**src/rtl/pa_f_spsram_1024x4_ctrl_if.sv**
```systemverilog
// Requester and SRAM-macro signal bundle for the 1024x4 single-port SRAM controller.
// The controller uses the slave side; requesters and the macro together form the master side.
interface pa_f_spsram_1024x4_ctrl_if #(
    parameter int ADDR_WIDTH = 10,
    parameter int DATA_WIDTH = 4
);
    logic                  init_req;
    logic                  init_done;

    logic                  p0_req;
    logic                  p0_we;
    logic [ADDR_WIDTH-1:0] p0_addr;
    logic [DATA_WIDTH-1:0] p0_wdata;
    logic [DATA_WIDTH-1:0] p0_wmask;
    logic                  p0_gnt;
    logic                  p0_rvld;
    logic [DATA_WIDTH-1:0] p0_rdata;

    logic                  p1_req;
    logic                  p1_we;
    logic [ADDR_WIDTH-1:0] p1_addr;
    logic [DATA_WIDTH-1:0] p1_wdata;
    logic [DATA_WIDTH-1:0] p1_wmask;
    logic                  p1_gnt;
    logic                  p1_rvld;
    logic [DATA_WIDTH-1:0] p1_rdata;

    logic [ADDR_WIDTH-1:0] A;
    logic                  CEN;
    logic                  GWEN;
    logic [DATA_WIDTH-1:0] WEN;
    logic [DATA_WIDTH-1:0] D;
    logic [DATA_WIDTH-1:0] Q;

    modport slave (
        input  init_req, p0_req, p0_we, p0_addr, p0_wdata, p0_wmask,
               p1_req, p1_we, p1_addr, p1_wdata, p1_wmask, Q,
        output init_done, p0_gnt, p0_rvld, p0_rdata, p1_gnt, p1_rvld, p1_rdata,
               A, CEN, GWEN, WEN, D
    );

    modport master (
        output init_req, p0_req, p0_we, p0_addr, p0_wdata, p0_wmask,
               p1_req, p1_we, p1_addr, p1_wdata, p1_wmask, Q,
        input  init_done, p0_gnt, p0_rvld, p0_rdata, p1_gnt, p1_rvld, p1_rdata,
               A, CEN, GWEN, WEN, D
    );
endinterface

```
**src/rtl/pa_f_spsram_1024x4_ctrl.sv**
```systemverilog
// Single-port SRAM controller: hardware clear sweep after reset/init_req, then
// round-robin sharing of the port between two requesters with per-bit write masks.
module pa_f_spsram_1024x4_ctrl #(
    parameter int                    ADDR_WIDTH = 10,
    parameter int                    DATA_WIDTH = 4,
    parameter logic [DATA_WIDTH-1:0] INIT_VAL   = '0
) (
    input logic CLK,
    input logic RST,
    pa_f_spsram_1024x4_ctrl_if.slave bus
);
    localparam logic [ADDR_WIDTH-1:0] LAST_ADDR = '1;

    typedef enum logic {INIT, RUN} state_t;

    state_t                state;
    logic [ADDR_WIDTH-1:0] cnt;
    logic [ADDR_WIDTH-1:0] a_last;
    logic [DATA_WIDTH-1:0] d_last;
    logic [DATA_WIDTH-1:0] rdata0_q, rdata1_q;
    logic                  rr, done, rvld0, rvld1;
    logic                  run, gnt0, gnt1;

    // rr holds the id of the last granted port; the other one wins a tie
    always_comb begin
        run  = (state == RUN);
        gnt0 = run & bus.p0_req & (~bus.p1_req | rr);
        gnt1 = run & bus.p1_req & (~bus.p0_req | ~rr);
    end

    always_comb begin
        bus.A    = a_last;
        bus.D    = d_last;
        bus.CEN  = 1'b1;
        bus.GWEN = 1'b1;
        bus.WEN  = '1;
        if (!run) begin
            bus.A    = cnt;
            bus.D    = INIT_VAL;
            bus.CEN  = 1'b0;
            bus.GWEN = 1'b0;
            bus.WEN  = '0;
        end else if (gnt0) begin
            bus.A    = bus.p0_addr;
            bus.D    = bus.p0_wdata;
            bus.CEN  = 1'b0;
            bus.GWEN = ~bus.p0_we;
            bus.WEN  = bus.p0_we ? ~bus.p0_wmask : '1;
        end else if (gnt1) begin
            bus.A    = bus.p1_addr;
            bus.D    = bus.p1_wdata;
            bus.CEN  = 1'b0;
            bus.GWEN = ~bus.p1_we;
            bus.WEN  = bus.p1_we ? ~bus.p1_wmask : '1;
        end
    end

    always_ff @(posedge CLK) begin
        if (RST) begin
            state    <= INIT;
            cnt      <= '0;
            rr       <= 1'b1;
            done     <= 1'b0;
            rvld0    <= 1'b0;
            rvld1    <= 1'b0;
            rdata0_q <= '0;
            rdata1_q <= '0;
            a_last   <= '0;
            d_last   <= '0;
        end else begin
            a_last <= bus.A;
            d_last <= bus.D;
            rvld0  <= gnt0 & ~bus.p0_we;
            rvld1  <= gnt1 & ~bus.p1_we;
            if (rvld0) rdata0_q <= bus.Q;
            if (rvld1) rdata1_q <= bus.Q;
            if (gnt0)      rr <= 1'b0;
            else if (gnt1) rr <= 1'b1;
            case (state)
                INIT: begin
                    if (bus.init_req) begin
                        cnt <= '0;
                    end else begin
                        cnt <= cnt + 1'b1;
                        if (cnt == LAST_ADDR) begin
                            state <= RUN;
                            done  <= 1'b1;
                        end
                    end
                end
                RUN: begin
                    if (bus.init_req) begin
                        state <= INIT;
                        cnt   <= '0;
                        done  <= 1'b0;
                    end
                end
                default: state <= INIT;
            endcase
        end
    end

    // Q is only valid in the rvld cycle, so rdata passes it through then and holds afterwards
    always_comb begin
        bus.init_done = done;
        bus.p0_gnt    = gnt0;
        bus.p1_gnt    = gnt1;
        bus.p0_rvld   = rvld0;
        bus.p1_rvld   = rvld1;
        bus.p0_rdata  = rvld0 ? bus.Q : rdata0_q;
        bus.p1_rdata  = rvld1 ? bus.Q : rdata1_q;
    end
endmodule

```
**src/flat_wrapper.sv**
```systemverilog
// flat-port wrapper written by rule: the top's interface ports become plain ports
module pa_f_spsram_1024x4_ctrl_flat 
#(
    parameter int                    ADDR_WIDTH = 10,
    parameter int                    DATA_WIDTH = 4,
    parameter logic [DATA_WIDTH-1:0] INIT_VAL   = '0
)
  (CLK, RST, bus_init_req, bus_p0_req, bus_p0_we, bus_p0_addr, bus_p0_wdata, bus_p0_wmask, bus_p1_req, bus_p1_we, bus_p1_addr, bus_p1_wdata, bus_p1_wmask, bus_Q, bus_init_done, bus_p0_gnt, bus_p0_rvld, bus_p0_rdata, bus_p1_gnt, bus_p1_rvld, bus_p1_rdata, bus_A, bus_CEN, bus_GWEN, bus_WEN, bus_D);
  pa_f_spsram_1024x4_ctrl_if #(.ADDR_WIDTH(ADDR_WIDTH), .DATA_WIDTH(DATA_WIDTH)) bus_i ();
  input logic CLK;
  input logic RST;
  input wire logic [$bits(bus_i.init_req)-1:0] bus_init_req;
  input wire logic [$bits(bus_i.p0_req)-1:0] bus_p0_req;
  input wire logic [$bits(bus_i.p0_we)-1:0] bus_p0_we;
  input wire logic [$bits(bus_i.p0_addr)-1:0] bus_p0_addr;
  input wire logic [$bits(bus_i.p0_wdata)-1:0] bus_p0_wdata;
  input wire logic [$bits(bus_i.p0_wmask)-1:0] bus_p0_wmask;
  input wire logic [$bits(bus_i.p1_req)-1:0] bus_p1_req;
  input wire logic [$bits(bus_i.p1_we)-1:0] bus_p1_we;
  input wire logic [$bits(bus_i.p1_addr)-1:0] bus_p1_addr;
  input wire logic [$bits(bus_i.p1_wdata)-1:0] bus_p1_wdata;
  input wire logic [$bits(bus_i.p1_wmask)-1:0] bus_p1_wmask;
  input wire logic [$bits(bus_i.Q)-1:0] bus_Q;
  output wire logic [$bits(bus_i.init_done)-1:0] bus_init_done;
  output wire logic [$bits(bus_i.p0_gnt)-1:0] bus_p0_gnt;
  output wire logic [$bits(bus_i.p0_rvld)-1:0] bus_p0_rvld;
  output wire logic [$bits(bus_i.p0_rdata)-1:0] bus_p0_rdata;
  output wire logic [$bits(bus_i.p1_gnt)-1:0] bus_p1_gnt;
  output wire logic [$bits(bus_i.p1_rvld)-1:0] bus_p1_rvld;
  output wire logic [$bits(bus_i.p1_rdata)-1:0] bus_p1_rdata;
  output wire logic [$bits(bus_i.A)-1:0] bus_A;
  output wire logic [$bits(bus_i.CEN)-1:0] bus_CEN;
  output wire logic [$bits(bus_i.GWEN)-1:0] bus_GWEN;
  output wire logic [$bits(bus_i.WEN)-1:0] bus_WEN;
  output wire logic [$bits(bus_i.D)-1:0] bus_D;
  assign bus_i.init_req = bus_init_req;
  assign bus_i.p0_req = bus_p0_req;
  assign bus_i.p0_we = bus_p0_we;
  assign bus_i.p0_addr = bus_p0_addr;
  assign bus_i.p0_wdata = bus_p0_wdata;
  assign bus_i.p0_wmask = bus_p0_wmask;
  assign bus_i.p1_req = bus_p1_req;
  assign bus_i.p1_we = bus_p1_we;
  assign bus_i.p1_addr = bus_p1_addr;
  assign bus_i.p1_wdata = bus_p1_wdata;
  assign bus_i.p1_wmask = bus_p1_wmask;
  assign bus_i.Q = bus_Q;
  assign bus_init_done = bus_i.init_done;
  assign bus_p0_gnt = bus_i.p0_gnt;
  assign bus_p0_rvld = bus_i.p0_rvld;
  assign bus_p0_rdata = bus_i.p0_rdata;
  assign bus_p1_gnt = bus_i.p1_gnt;
  assign bus_p1_rvld = bus_i.p1_rvld;
  assign bus_p1_rdata = bus_i.p1_rdata;
  assign bus_A = bus_i.A;
  assign bus_CEN = bus_i.CEN;
  assign bus_GWEN = bus_i.GWEN;
  assign bus_WEN = bus_i.WEN;
  assign bus_D = bus_i.D;
  pa_f_spsram_1024x4_ctrl #(.ADDR_WIDTH(ADDR_WIDTH), .DATA_WIDTH(DATA_WIDTH), .INIT_VAL(INIT_VAL)) u_core (.CLK(CLK), .RST(RST), .bus(bus_i));
endmodule
```
**config.mk**
```make
export PLATFORM = sky130hd
export DESIGN_NAME = pa_f_spsram_1024x4_ctrl_flat
export DESIGN_NICKNAME = d
export VERILOG_FILES = /design/src/rtl/pa_f_spsram_1024x4_ctrl_if.sv /design/src/rtl/pa_f_spsram_1024x4_ctrl.sv /design/src/flat_wrapper.sv
export SDC_FILE = /design/constraint.sdc
export NUM_CORES = 1
export LEC_CHECK = 0
export CAP_MARGIN = 20
export CORE_MARGIN = 5
export CORE_UTILIZATION = 30
export CTS_CLUSTER_DIAMETER = 80
export DETAILED_ROUTE_END_ITERATION = 12
export DONT_BUFFER_PORTS = 1
export HOLD_SLACK_MARGIN = 0.1
export SLEW_MARGIN = 25
export SYNTH_ARGS = -nofsm -noshare
export SYNTH_HDL_FRONTEND = slang
export SYNTH_SLANG_ARGS = --single-unit
```
**constraint.sdc**
```tcl
create_clock -name CLK -period 2.35 [get_ports CLK]
set_input_delay 0.3525 -clock CLK [delete_from_list [all_inputs] [get_ports CLK]]
set_output_delay 0.3525 -clock CLK [all_outputs]
set_load 0.05 [all_outputs]
```
==> summary.md <==
| Metric | Value |
|---|---|
| Min Hold Slack | `0.132 ns` |
| DR pass1 iterations | `4` |
| Initial Utilization | `0.304` |
| Fillers | `697` |
| Critical Path AT | `1.71 ns` |
| Syn nets | `281` |
| Synth Area in XOR/XNOR | `0.0171` |
| Layout Nets | `296` |
| Cells after Synth | `233` |
| Synth warnings | `0` |
| Clock sink count | `37` |
| Post-synth top area cell | `dfxtp_1` |
| CTS Buf Count | `5` |
| Hpwl dp | `4.12 mm` |
| IO buf count | `0` |
| Setup crit start kind | `flop` |
| Largest net degree at the start of global routing | `32` |
| Post-DR vias/cell | `5.32` |
| Top FF cell, synth | `dfxtp_1` |
| Core area | `approximately 0.0067 mm2` |
| Most common cell in the netlist | `dfxtp_1` |
| Synth Area in Compound Gates | `0.183` |
| Post-synth EDFFs | `0` |
| Rel. slew slack | `0.656` |
| Starting DRT DRC Count | `97` |
| WL per Instance | `16.6 um` |
| Die Span X | `between 90 and 100 um` |
| Vias in the first global route | `1686` |
| Main combinational cell family by area after synthesis | `simple AND/OR/NAND/NOR gates` |
| RSZ-0062 raised after global routing | `no` |
| Cell Rows | `30` |
| Area taken by multi-input logic gates | `between 0.001 and 0.0015 mm2` |
| Dpl cell area | `approximately 0.0023 mm2` |
| Hold Path Class | `in2reg` |
| Max Clock Skew | `0.00706 ns` |
| Synth Register Bits | `37` |
| Setup crit end kind | `output port` |
| # DRC | `0` |
| Height of the die | `92.6 um` |
| Cts repair resizes | `0` |
| Diodes inserted | `0` |
| LEAKAGE | `roughly 0.00095 uW` |
| Crit. Startpoint | `u_core.rr` |
| Post-route ant nets | `0` |
| Reg2Reg Launch Point | `u_core.run` |
| Clock-pin slew on the worst setup and hold paths | `0.08 ns` |
| Final WL | `5.45 mm` |
| Max Root-Sink Buffers | `2` |
| Total of max-cap violations | `0` |
| TNS Setup | `0 ns` |
| P&R area growth vs syn | `16.1%` |
| Synth cell count leaders | `dfxtp_1 (37), nor2_1 (19), nand2_1 (16), mux2_2 (15), a21oi_1 (14)` |
| Storage cell area | `~740 um2` |
| Fin crit share | `0.876` |
| Hold-fix buffers at CTS | `0` |
| Antenna violations before repair | `0` |
| Slew @ Worst Pin | `0.516 ns` |
| Synth top area share | `0.362` |
| Final setup fails | `0` |
| Share of cells above drive strength 1 | `0.265` |
| Clk root buf | `clkbuf_8` |
| Ports | `80` |
| Slew Viols, Final | `0` |
| Finished Cell Area | `0.00238 mm2` |
| CP Data Required Time | `2.00 ns` |
| Die Footprint | `between 0.008 and 0.009 mm2` |
| Distinct cell type count after synthesis | `39` |
| GRT Util Overall | `0.126` |
| Pwr Density | `486 mW/mm2` |
| Clk Latency, worst-skew pair | `0.28 ns` |
| First-pass GRT wire length | `8.59 mm` |
| Simple-gate portion of the synthesized area | `0.246` |
| # placed instances | `321` |
| Status | `complete, no violations` |
| Adder-cell share of the synthesized area | `0.00612` |
| Crit path max fanout | `17` |
| CTS tree | `yes` |
| Share of synthesized flip-flops with an asynchronous set or reset | `0` |
| Fin crit period | `2.06 ns` |
| Worst setup path class | `reg2out` |
| RD Place Congestion | `0.805` |
| Final hold vios | `0` |
| Postcts setup bufs | `0` |
| Register area share after synthesis | `0.362` |
| Post-route insts no fill | `329` |
| Min-delay src | `RST` |
| Mux cell area share after synthesis | `0.141` |
| Total grt overflow | `0` |
| H-tree depth | `2` |
| Mapped Area | `0.00205 mm2` |
| Final core utilization | `0.354` |
| Ranking of synthesized cells by area | `dfxtp_1 (36%), mux2_2 (8.3%), mux2i_1 (5.9%), o221a_2 (3.9%), a211oi_1 (3.7%)` |
| FMAX | `486 MHz` |
| Total number of vias | `1751` |
| Worst vdd ir | `0.150 mV` |
| Syn avg cell area | `8.78 um2` |
worst paths after layout:
kind                           end  slack, ns  cells past startpoint
setup reg to reg     u_core.cnt[9]       0.79                      4
hold / removal    u_core.a_last[0]       0.13                      1
setup / recovery          bus_A[8]       0.29                      4
hold reg to reg      u_core.cnt[6]       0.51                      2
worst max-delay path, cell delays in order (launching register included):
cell and delay [ns]:
dfxtp_2 0.53, and2_1 0.34, o221a_2 0.26, a21oi_1 0.09, buf_4 0.20
placed cells by master, fill, tap and decap left out, types with 7 or more instances in the layout:
master | netlist | layout
nand3_1 | 8 | 8
mux2i_1 | 12 | 12
o221a_2 | 7 | 7
nor3_1 | 11 | 10
and2_1 | 10 | 10
buf_4 | 1 | 26
nand2_1 | 16 | 16
nor2_1 | 19 | 19
mux2_2 | 15 | 15
a21oi_1 | 14 | 14
a211oi_1 | 10 | 10
dfxtp_1 | 37 | 36
through the flow:
step	total power [uW]	setup WS, ns
finish	1150	0.291
CTS	1180	0.0486
global route	1210	0.146
global placement	735	0.413
floorplan	736	-0.422
detailed placement	737	0.361
where the power goes:
group / internal, uW / switching (uW)
Clock: 206 / 227
Sequential: 629 / 3.53
Combinational: 45.1 / 43.9
registers in the layout, summed over array words and instances (netlist names):
register              flops
u_core.a_last            10
u_core.cnt               10
u_core.d_last             4
u_core.rdata0_q           4
u_core.rdata1_q           4
u_core.bus.init_done      1
u_core.bus.p0_rvld        1
u_core.bus.p1_rvld        1
u_core.rr                 1
u_core.run                1
cells by family (layout without fill, tap and decap cells):
family,count (synthesis),count (layout)
simple gates,91,91
compound gates,52,52
flops,37,37
mux,27,27
buf+inv,21,37
xor+xnor,4,4
fa+ha+maj,1,1
area by class of cell:
class / instances / area share
clock inverter: 2 / 0.00421
tap: 80 / 0.0421
inverter: 3 / 0.00474
clock buffer: 6 / 0.0305
timing repair buffer: 26 / 0.0821
multi-input combinational: 175 / 0.524
sequential: 37 / 0.312
per-layer routing:
metal,vias up,share of wire,global-route usage,wire (um)
met5,-,0,0,0
met4,0,0.0084,0.0359,46
met3,4,0.092,0.0577,503
met2,50,0.49,0.217,2660
met1,812,0.41,0.138,2250
li1,885,-,-,-
Power figures use the tool's default switching activity.
